<file path="config.mk">
export PLATFORM = sky130hd
export DESIGN_NAME = divider_iter_flat
export DESIGN_NICKNAME = d
export VERILOG_FILES = /design/src/rtl/divider_iter_pkg.sv /design/src/rtl/divider_iter_if.sv /design/src/rtl/divider_iter_step.sv /design/src/rtl/divider_iter.sv /design/src/flat_wrapper.sv
export SDC_FILE = /design/constraint.sdc
export NUM_CORES = 1
export LEC_CHECK = 0
export CORE_MARGIN = 5
export CORE_UTILIZATION = 30
export CTS_CLUSTER_SIZE = 14
export DETAILED_ROUTE_END_ITERATION = 10
export HOLD_SLACK_MARGIN = 0.06
export PLACE_DENSITY = 0.55
export REMOVE_ABC_BUFFERS = 1
export SYNTH_ARGS = -nofsm -noshare
export SYNTH_HDL_FRONTEND = slang
export SYNTH_SLANG_ARGS = --single-unit
</file>
<file path="constraint.sdc">
create_clock -name clk -period 4.45 [get_ports clk]
set_input_delay 0.89 -clock clk [delete_from_list [all_inputs] [get_ports clk]]
set_output_delay 0.89 -clock clk [all_outputs]
set_load 0.05 [all_outputs]
</file>
<file path="src/rtl/divider_iter_pkg.sv">
// Shared definitions for the iterative fixed-point divider.
//   state_t      : FSM state encoding (IDLE / CALC / DONE)
//   DEF_*        : default width constants for the raycaster instance
//   clog2()      : ceiling log2, used to size the iteration counter
package divider_iter_pkg;

  typedef enum logic [1:0] {
    IDLE = 2'd0,
    CALC = 2'd1,
    DONE = 2'd2
  } state_t;

  localparam int unsigned DEF_DEND_W = 4;
  localparam int unsigned DEF_DSOR_W = 32;
  localparam int unsigned DEF_QUOT_W = 4;
  localparam int unsigned DEF_FRAC_W = 32;

  function automatic int unsigned clog2(input int unsigned v);
    int unsigned r;
    r = 0;
    for (int unsigned i = 0; i < 32; i++) begin
      if ((64'(1) << i) < 64'(v)) r = i + 1;
    end
    return r;
  endfunction

endpackage

</file>
<file path="src/rtl/divider_iter_if.sv">
// Handshake and data bundle of the iterative divider.
//   nd/dividend/divisor          : request side (driven by the master)
//   rfd                          : divider can accept a request
//   rdy/quotient/fractional/
//   divide_by_zero/overflow      : result side (driven by the slave)
interface divider_iter_if
  import divider_iter_pkg::*;
#(
  parameter int unsigned DEND_W = DEF_DEND_W,
  parameter int unsigned DSOR_W = DEF_DSOR_W,
  parameter int unsigned QUOT_W = DEF_QUOT_W,
  parameter int unsigned FRAC_W = DEF_FRAC_W
);
  logic              nd;
  logic              rfd;
  logic [DEND_W-1:0] dividend;
  logic [DSOR_W-1:0] divisor;
  logic              rdy;
  logic [QUOT_W-1:0] quotient;
  logic [FRAC_W-1:0] fractional;
  logic              divide_by_zero;
  logic              overflow;

  modport master (
    output nd, dividend, divisor,
    input  rfd, rdy, quotient, fractional, divide_by_zero, overflow
  );

  modport slave (
    input  nd, dividend, divisor,
    output rfd, rdy, quotient, fractional, divide_by_zero, overflow
  );
endinterface

</file>
<file path="src/rtl/divider_iter_step.sv">
// One combinational restoring-division step.
//   rem_in   : partial remainder already shifted left with the next dividend bit
//   dsor_abs : divisor magnitude
//   rem_out  : remainder after the conditional subtract
//   qbit     : quotient bit produced by this step
module divider_step #(
  parameter int unsigned W = 33
) (
  input  logic [W-1:0] rem_in,
  input  logic [W-1:0] dsor_abs,
  output logic [W-1:0] rem_out,
  output logic         qbit
);
  always_comb begin
    qbit    = (rem_in >= dsor_abs);
    rem_out = qbit ? (rem_in - dsor_abs) : rem_in;
  end
endmodule

</file>
<file path="src/rtl/divider_iter.sv">
// Iterative fixed-point divider: unsigned integer dividend / signed divisor,
// signed QUOT_W.FRAC_W result truncated toward zero.
//   clk, rst : clock, synchronous active-high reset
//   bus      : slave side of divider_iter_if (nd/rfd request handshake,
//              rdy pulse with quotient/fractional/divide_by_zero/overflow)
// Accept edge 0 -> N CALC cycles -> one DONE cycle with rdy=1 and rfd=1,
// so a new request can be taken on the edge that ends the rdy cycle.
module divider_iter
  import divider_iter_pkg::*;
#(
  parameter int unsigned DEND_W = DEF_DEND_W,
  parameter int unsigned DSOR_W = DEF_DSOR_W,
  parameter int unsigned QUOT_W = DEF_QUOT_W,
  parameter int unsigned FRAC_W = DEF_FRAC_W
) (
  input logic            clk,
  input logic            rst,
  divider_iter_if.slave  bus
);
  localparam int unsigned N     = DEND_W + FRAC_W;
  localparam int unsigned RW    = QUOT_W + FRAC_W;
  localparam int unsigned W     = DSOR_W + 1;
  localparam int unsigned CNT_W = clog2(N + 1);
  localparam logic [N-1:0] HALF = N'(1) << (RW - 1);

  state_t            state, state_nxt;
  logic              accept, last_step, rfd, rdy;
  logic [CNT_W-1:0]  cnt;
  logic [N-1:0]      src;
  logic [N-2:0]      quo;
  logic [W-1:0]      rem, dsor_r, rem_shift, rem_step;
  logic [W-1:0]      dsor_ext, dsor_abs;
  logic              sign_r, dbz_r, qbit;
  logic [N-1:0]      mag, mag_neg;
  logic [RW-1:0]     res;
  logic              ovf;
  logic [QUOT_W-1:0] quot_o;
  logic [FRAC_W-1:0] frac_o;
  logic              dbz_o, ovf_o;

  // FSM state register
  always_ff @(posedge clk) begin
    if (rst) state <= IDLE;
    else     state <= state_nxt;
  end

  // FSM next state and handshake outputs
  always_comb begin
    state_nxt = state;
    accept    = 1'b0;
    rfd       = 1'b0;
    rdy       = 1'b0;
    last_step = 1'b0;
    case (state)
      IDLE: begin
        rfd = 1'b1;
        if (bus.nd) begin
          accept    = 1'b1;
          state_nxt = CALC;
        end
      end
      CALC: begin
        last_step = (cnt == CNT_W'(N - 1));
        if (last_step) state_nxt = DONE;
      end
      DONE: begin
        rfd = 1'b1;
        rdy = 1'b1;
        if (bus.nd) begin
          accept    = 1'b1;
          state_nxt = CALC;
        end else begin
          state_nxt = IDLE;
        end
      end
      default: state_nxt = IDLE;
    endcase
  end

  // Sign-extend one bit before negating so the most negative divisor
  // yields its true magnitude.
  always_comb begin
    dsor_ext = {bus.divisor[DSOR_W-1], bus.divisor};
    dsor_abs = bus.divisor[DSOR_W-1] ? (~dsor_ext + 1'b1) : dsor_ext;
  end

  // Remainder stays below |divisor| <= 2^(DSOR_W-1), so dropping its MSB
  // on the shift loses nothing.
  assign rem_shift = W'({rem, src[N-1]});

  divider_step #(.W(W)) u_step (
    .rem_in   (rem_shift),
    .dsor_abs (dsor_r),
    .rem_out  (rem_step),
    .qbit     (qbit)
  );

  // Final quotient includes the bit produced in the last CALC cycle, so the
  // result registers are loaded on that edge and are valid during DONE.
  always_comb begin
    mag     = {quo, qbit};
    mag_neg = -mag;
    if (dbz_r) begin
      res = {1'b0, {(RW-1){1'b1}}};
      ovf = 1'b0;
    end else if (sign_r) begin
      res = mag_neg[RW-1:0];
      ovf = (mag > HALF);
    end else begin
      res = mag[RW-1:0];
      ovf = (mag >= HALF);
    end
  end

  always_ff @(posedge clk) begin
    if (rst) begin
      cnt    <= '0;
      src    <= '0;
      quo    <= '0;
      rem    <= '0;
      dsor_r <= '0;
      sign_r <= 1'b0;
      dbz_r  <= 1'b0;
      quot_o <= '0;
      frac_o <= '0;
      dbz_o  <= 1'b0;
      ovf_o  <= 1'b0;
    end else if (accept) begin
      cnt    <= '0;
      src    <= {bus.dividend, {FRAC_W{1'b0}}};
      quo    <= '0;
      rem    <= '0;
      dsor_r <= dsor_abs;
      sign_r <= bus.divisor[DSOR_W-1];
      dbz_r  <= (bus.divisor == '0);
    end else if (state == CALC) begin
      cnt <= cnt + 1'b1;
      src <= src << 1;
      rem <= rem_step;
      quo <= mag[N-2:0];
      if (last_step) begin
        quot_o <= res[RW-1:FRAC_W];
        frac_o <= res[FRAC_W-1:0];
        dbz_o  <= dbz_r;
        ovf_o  <= ovf;
      end
    end
  end

  assign bus.rfd            = rfd;
  assign bus.rdy            = rdy;
  assign bus.quotient       = quot_o;
  assign bus.fractional     = frac_o;
  assign bus.divide_by_zero = dbz_o;
  assign bus.overflow       = ovf_o;

endmodule

</file>
<file path="src/flat_wrapper.sv">
// flat-port wrapper written by rule: the top's interface ports become plain ports
module divider_iter_flat import divider_iter_pkg::*;
#(
  parameter int unsigned DEND_W = DEF_DEND_W,
  parameter int unsigned DSOR_W = DEF_DSOR_W,
  parameter int unsigned QUOT_W = DEF_QUOT_W,
  parameter int unsigned FRAC_W = DEF_FRAC_W
)
  (clk, rst, bus_nd, bus_dividend, bus_divisor, bus_rfd, bus_rdy, bus_quotient, bus_fractional, bus_divide_by_zero, bus_overflow);
  divider_iter_if #(.DEND_W(DEND_W), .DSOR_W(DSOR_W), .QUOT_W(QUOT_W), .FRAC_W(FRAC_W)) bus_i ();
  input logic clk;
  input logic rst;
  input wire logic [$bits(bus_i.nd)-1:0] bus_nd;
  input wire logic [$bits(bus_i.dividend)-1:0] bus_dividend;
  input wire logic [$bits(bus_i.divisor)-1:0] bus_divisor;
  output wire logic [$bits(bus_i.rfd)-1:0] bus_rfd;
  output wire logic [$bits(bus_i.rdy)-1:0] bus_rdy;
  output wire logic [$bits(bus_i.quotient)-1:0] bus_quotient;
  output wire logic [$bits(bus_i.fractional)-1:0] bus_fractional;
  output wire logic [$bits(bus_i.divide_by_zero)-1:0] bus_divide_by_zero;
  output wire logic [$bits(bus_i.overflow)-1:0] bus_overflow;
  assign bus_i.nd = bus_nd;
  assign bus_i.dividend = bus_dividend;
  assign bus_i.divisor = bus_divisor;
  assign bus_rfd = bus_i.rfd;
  assign bus_rdy = bus_i.rdy;
  assign bus_quotient = bus_i.quotient;
  assign bus_fractional = bus_i.fractional;
  assign bus_divide_by_zero = bus_i.divide_by_zero;
  assign bus_overflow = bus_i.overflow;
  divider_iter #(.DEND_W(DEND_W), .DSOR_W(DSOR_W), .QUOT_W(QUOT_W), .FRAC_W(FRAC_W)) u_core (.clk(clk), .rst(rst), .bus(bus_i));
endmodule
</file>
==> results.yml <==
worst_setup_path:
  crit_path_end_kind: "flip-flop"
  cpPeakStageDelay_ps: 400
  worstRegToRegCells: 18
  cp_num_buf_inv: 3
  critPathRequiredTime_ps: 4730
  worstPathMaxFanout: 8
  crit_path_start_kind: "flip-flop"
  crit_path_top_delay_cell: "sky130_fd_sc_hd__a2111oi_0"
  path_cells: "inv_1, ha_1, a21oi_1, o31ai_1, a2111oi_0, o21ai_0, o31a_1, nand2b_1, inv_1, ha_1, nand3b_1, nand2b_1, nand2b_2, buf_4, o41ai_1, xnor2_1, o22ai_1, nor2_1"
  timing_worst_setup_path_type: "reg -> reg"
  worst-endpoint-arrival_ps: 4350
  critical_path.top_delay_family: "compound AO/OA/AOI/OAI gates"
  worstReg2RegEnd: "u_core.bus.fractional[22]"
  worstReg2RegStart: "u_core.dsor_r[18]"
  reg2reg_slack_ps: 380
global_route:
  antenna_found_initial: 0
  grt.met2_usage_pct: 24.6
  track_usage_pct: 15.1
  grt.met3_usage_pct: 2.45
  grt_max_degree: 79
  first_global_vias: 8019
  overall_overflow_remaining_after_global_route: 0
  grt.met1_usage_pct: 20.6
  first_pass_grt_wire_length_um: 41700
  top_usage_layer: "met2"
clock_tree:
  ctsResizeCount: 0
  count_of_hold_buffers_inserted_by_post_cts_repair: 0
  clkLatencyLatePin_ps: 430
  cts.clk_slew.worst_paths_ps: 70
  cts_made_buffers: 17
  cts.repair_timing.setup_buffer_count: 0
  cts_tree: "done"
  clock_tree_buffer_depth: 2
  cts_sinks: 152
  cts_root_buffer: "sky130_fd_sc_hd__clkbuf_16"
  htreeDepth: 4
sta:
  holdWs_ps: 450
  fin_worst_skew_ps: 12.1
  worst_slew_pin_slew_ps: 1200
  max_slew_margin_pct: 20.0
  period_needed_ps: 4070
  max_freq_mhz: 246
  finalHoldViolations: 0
  layout_worst_path_cycle_share_pct: 91.5
  slew_violations: 0
  unrepaired_setup_endpoints_after_global_routing: "false"
  timing.final.setup_violations: 0
floorplanning:
  die_height_um: 182
  num_rows: 63
  placeableCoreArea_sq_um: 29500
  pin_count: 79
  effective_utilization_at_floorplan_pct: 30.2
  die_area_sq_um: 33200
  dieWidth_um: 182
layout:
  post_route_cells_drive_above_1_share_pct: 5.84
  area_growth_syn_to_layout_pct: 19.5
  layout.cells.most_common_list: "sky130_fd_sc_hd__dfxtp_1 (152), sky130_fd_sc_hd__nand2_1 (133), sky130_fd_sc_hd__a21oi_1 (107)"
  finish.cell_count_without_fillers: 1589
  finalNetCount: 1262
  num_antenna_cells: 0
  final_core_utilization_pct: 36.1
  layout_commonest_cell: "sky130_fd_sc_hd__dfxtp_1"
synth:
  synth-seq-cells: 152
  number_of_cells_produced_by_synthesis: 1143
  synth_edf_count: 0
  mapped_cell_area_sq_um: 8900
  netlist-cell-type-count: 55
  synth_warnings: 0
  synth_top_flop_cell: "sky130_fd_sc_hd__dfxtp_1"
  postSynth.asyncResetShare_pct: 0
  synth_sequential_area_ratio_pct: 34.2
  mapped_avg_cell_area_sq_um: 7.78
routing:
  remaining_design_rule_violation_count: 0
  antenna_nets_post_route: 0
  avgRoutedWirePerCell_um: 15.6
  drt_wl_total_um: 24800
  vias: 8203
  drt_iter0_markers: 575
  avgViaCountPerCell: 5.16
  dr.pass1.iters: 5
worst_hold_path:
  hold_start: "u_core.dsor_r[32]"
  holdCritPathClass: "reg -> reg"
  worstHoldPathCells: 2
  min_delay_worst_endpoint: "u_core.dsor_r[32]"
placement:
  gp_congestion: 0.875
  post-place-cells: 1557
  place.port_buffers: 78
  hpwl_um: 17600
power_and_ir_drop:
  vdd_drop_max_mv: 0.237
  power_density_nw_per_um2: 372
  power_leakage_nw: 3.93
outcome:
  status: "completed"
job:
  max_cap_violations: 0
## stage by stage
stage / total power (W) / TNS (ps) / instance area [sq um] / worst slack, ps
floorplan: 0.00218 / -9600 / 8620 / -467
global placement: 0.00249 / 0 / 10000 / 471
detailed placement: 0.00249 / 0 / 10000 / 382
CTS: 0.00399 / 0 / 10600 / 362
global route: 0.00418 / 0 / 10600 / 15.1
finish: 0.00396 / 0 / 10600 / 377
## flip-flops by register name (all words and copies together), names as in the netlist
register                   count
u_core.bus.fractional         32
u_core.sign_r                  1
u_core.quo                    35
u_core.src                     4
u_core.bus.overflow            1
u_core.dbz_r                   1
u_core.cnt                     6
u_core.bus.quotient            4
u_core.bus.divide_by_zero      1
u_core.dsor_r                 33
u_core.rem                    32
u_core.state                   2
## power breakdown
group | switching, W | total, W | internal (W)
sequential | 0.0000327 | 0.00144 | 0.00141
combinational | 0.000633 | 0.00103 | 0.000397
clock | 0.000643 | 0.00149 | 0.000843
total | 0.00131 | 0.00396 | 0.00265
## worst max path at each step
stage | to | slack, ps | from | depth (start not counted)
after global placement | u_core.dsor_r[22] | 470 | bus_divisor[11] | 8
after global routing | u_core.bus.fractional[30] | 20 | u_core.dsor_r[10] | 18
final | u_core.bus.fractional[22] | 380 | u_core.dsor_r[18] | 18
after floorplan | u_core.rem[15] | -470 | bus_nd | 5
after detailed placement | u_core.bus.fractional[22] | 380 | u_core.dsor_r[10] | 19
after CTS | u_core.bus.fractional[22] | 360 | u_core.dsor_r[10] | 19
## routing by layer
| metal | part of all wire, % | vias up | wire [um] |
|---|---|---|---|
| met5 | 0 | - | 0 |
| met1 | 49 | 3858 | 12200 |
| met2 | 46 | 128 | 11500 |
| li1 | - | 4184 | - |
| met4 | 1.9 | 0 | 479 |
| met3 | 2.8 | 33 | 703 |
## cell families after synthesis
kind of cell,share of synthesized area (%)
flops,34.2
simple gates,19.7
compound gates,24.4
mux,2.71
buf+inv,5.50
xor+xnor,8.17
fa+ha+maj,5.29
## Yosys cell counts (all sizes together), types with 23 or more instances
cell / number / area share (%)
clkbuf: 55 / 2.3
xor2: 63 / 6.2
a211oi: 65 / 5.5
mux2i: 23 / 2.6
ha: 36 / 5.1
inv: 56 / 2.4
o21ai: 69 / 3.9
a21oi: 107 / 6.0
dfxtp: 152 / 34
o31ai: 25 / 2.1
nor2: 109 / 4.6
nand2: 133 / 5.6
nand3: 24 / 1.4
## layout make-up
type	instances	area, sq um
Inverter	56	210
Timing Repair Buffer	96	911
Clock inverter	14	161
Multi-Input combinational cell	863	5390
Sequential cell	152	3040
Fill cell	3110	18800
Clock buffer	18	429
Tap cell	390	488
## tightest hold or removal path: cells and delay by family (launching register included)
| family | cells | cell delay (ps) |
|---|---|---|
| buf+inv | 1 | 70 |
| flops | 1 | 300 |
| simple gates | 1 | 40 |
(Power assumes the default switching activity.)
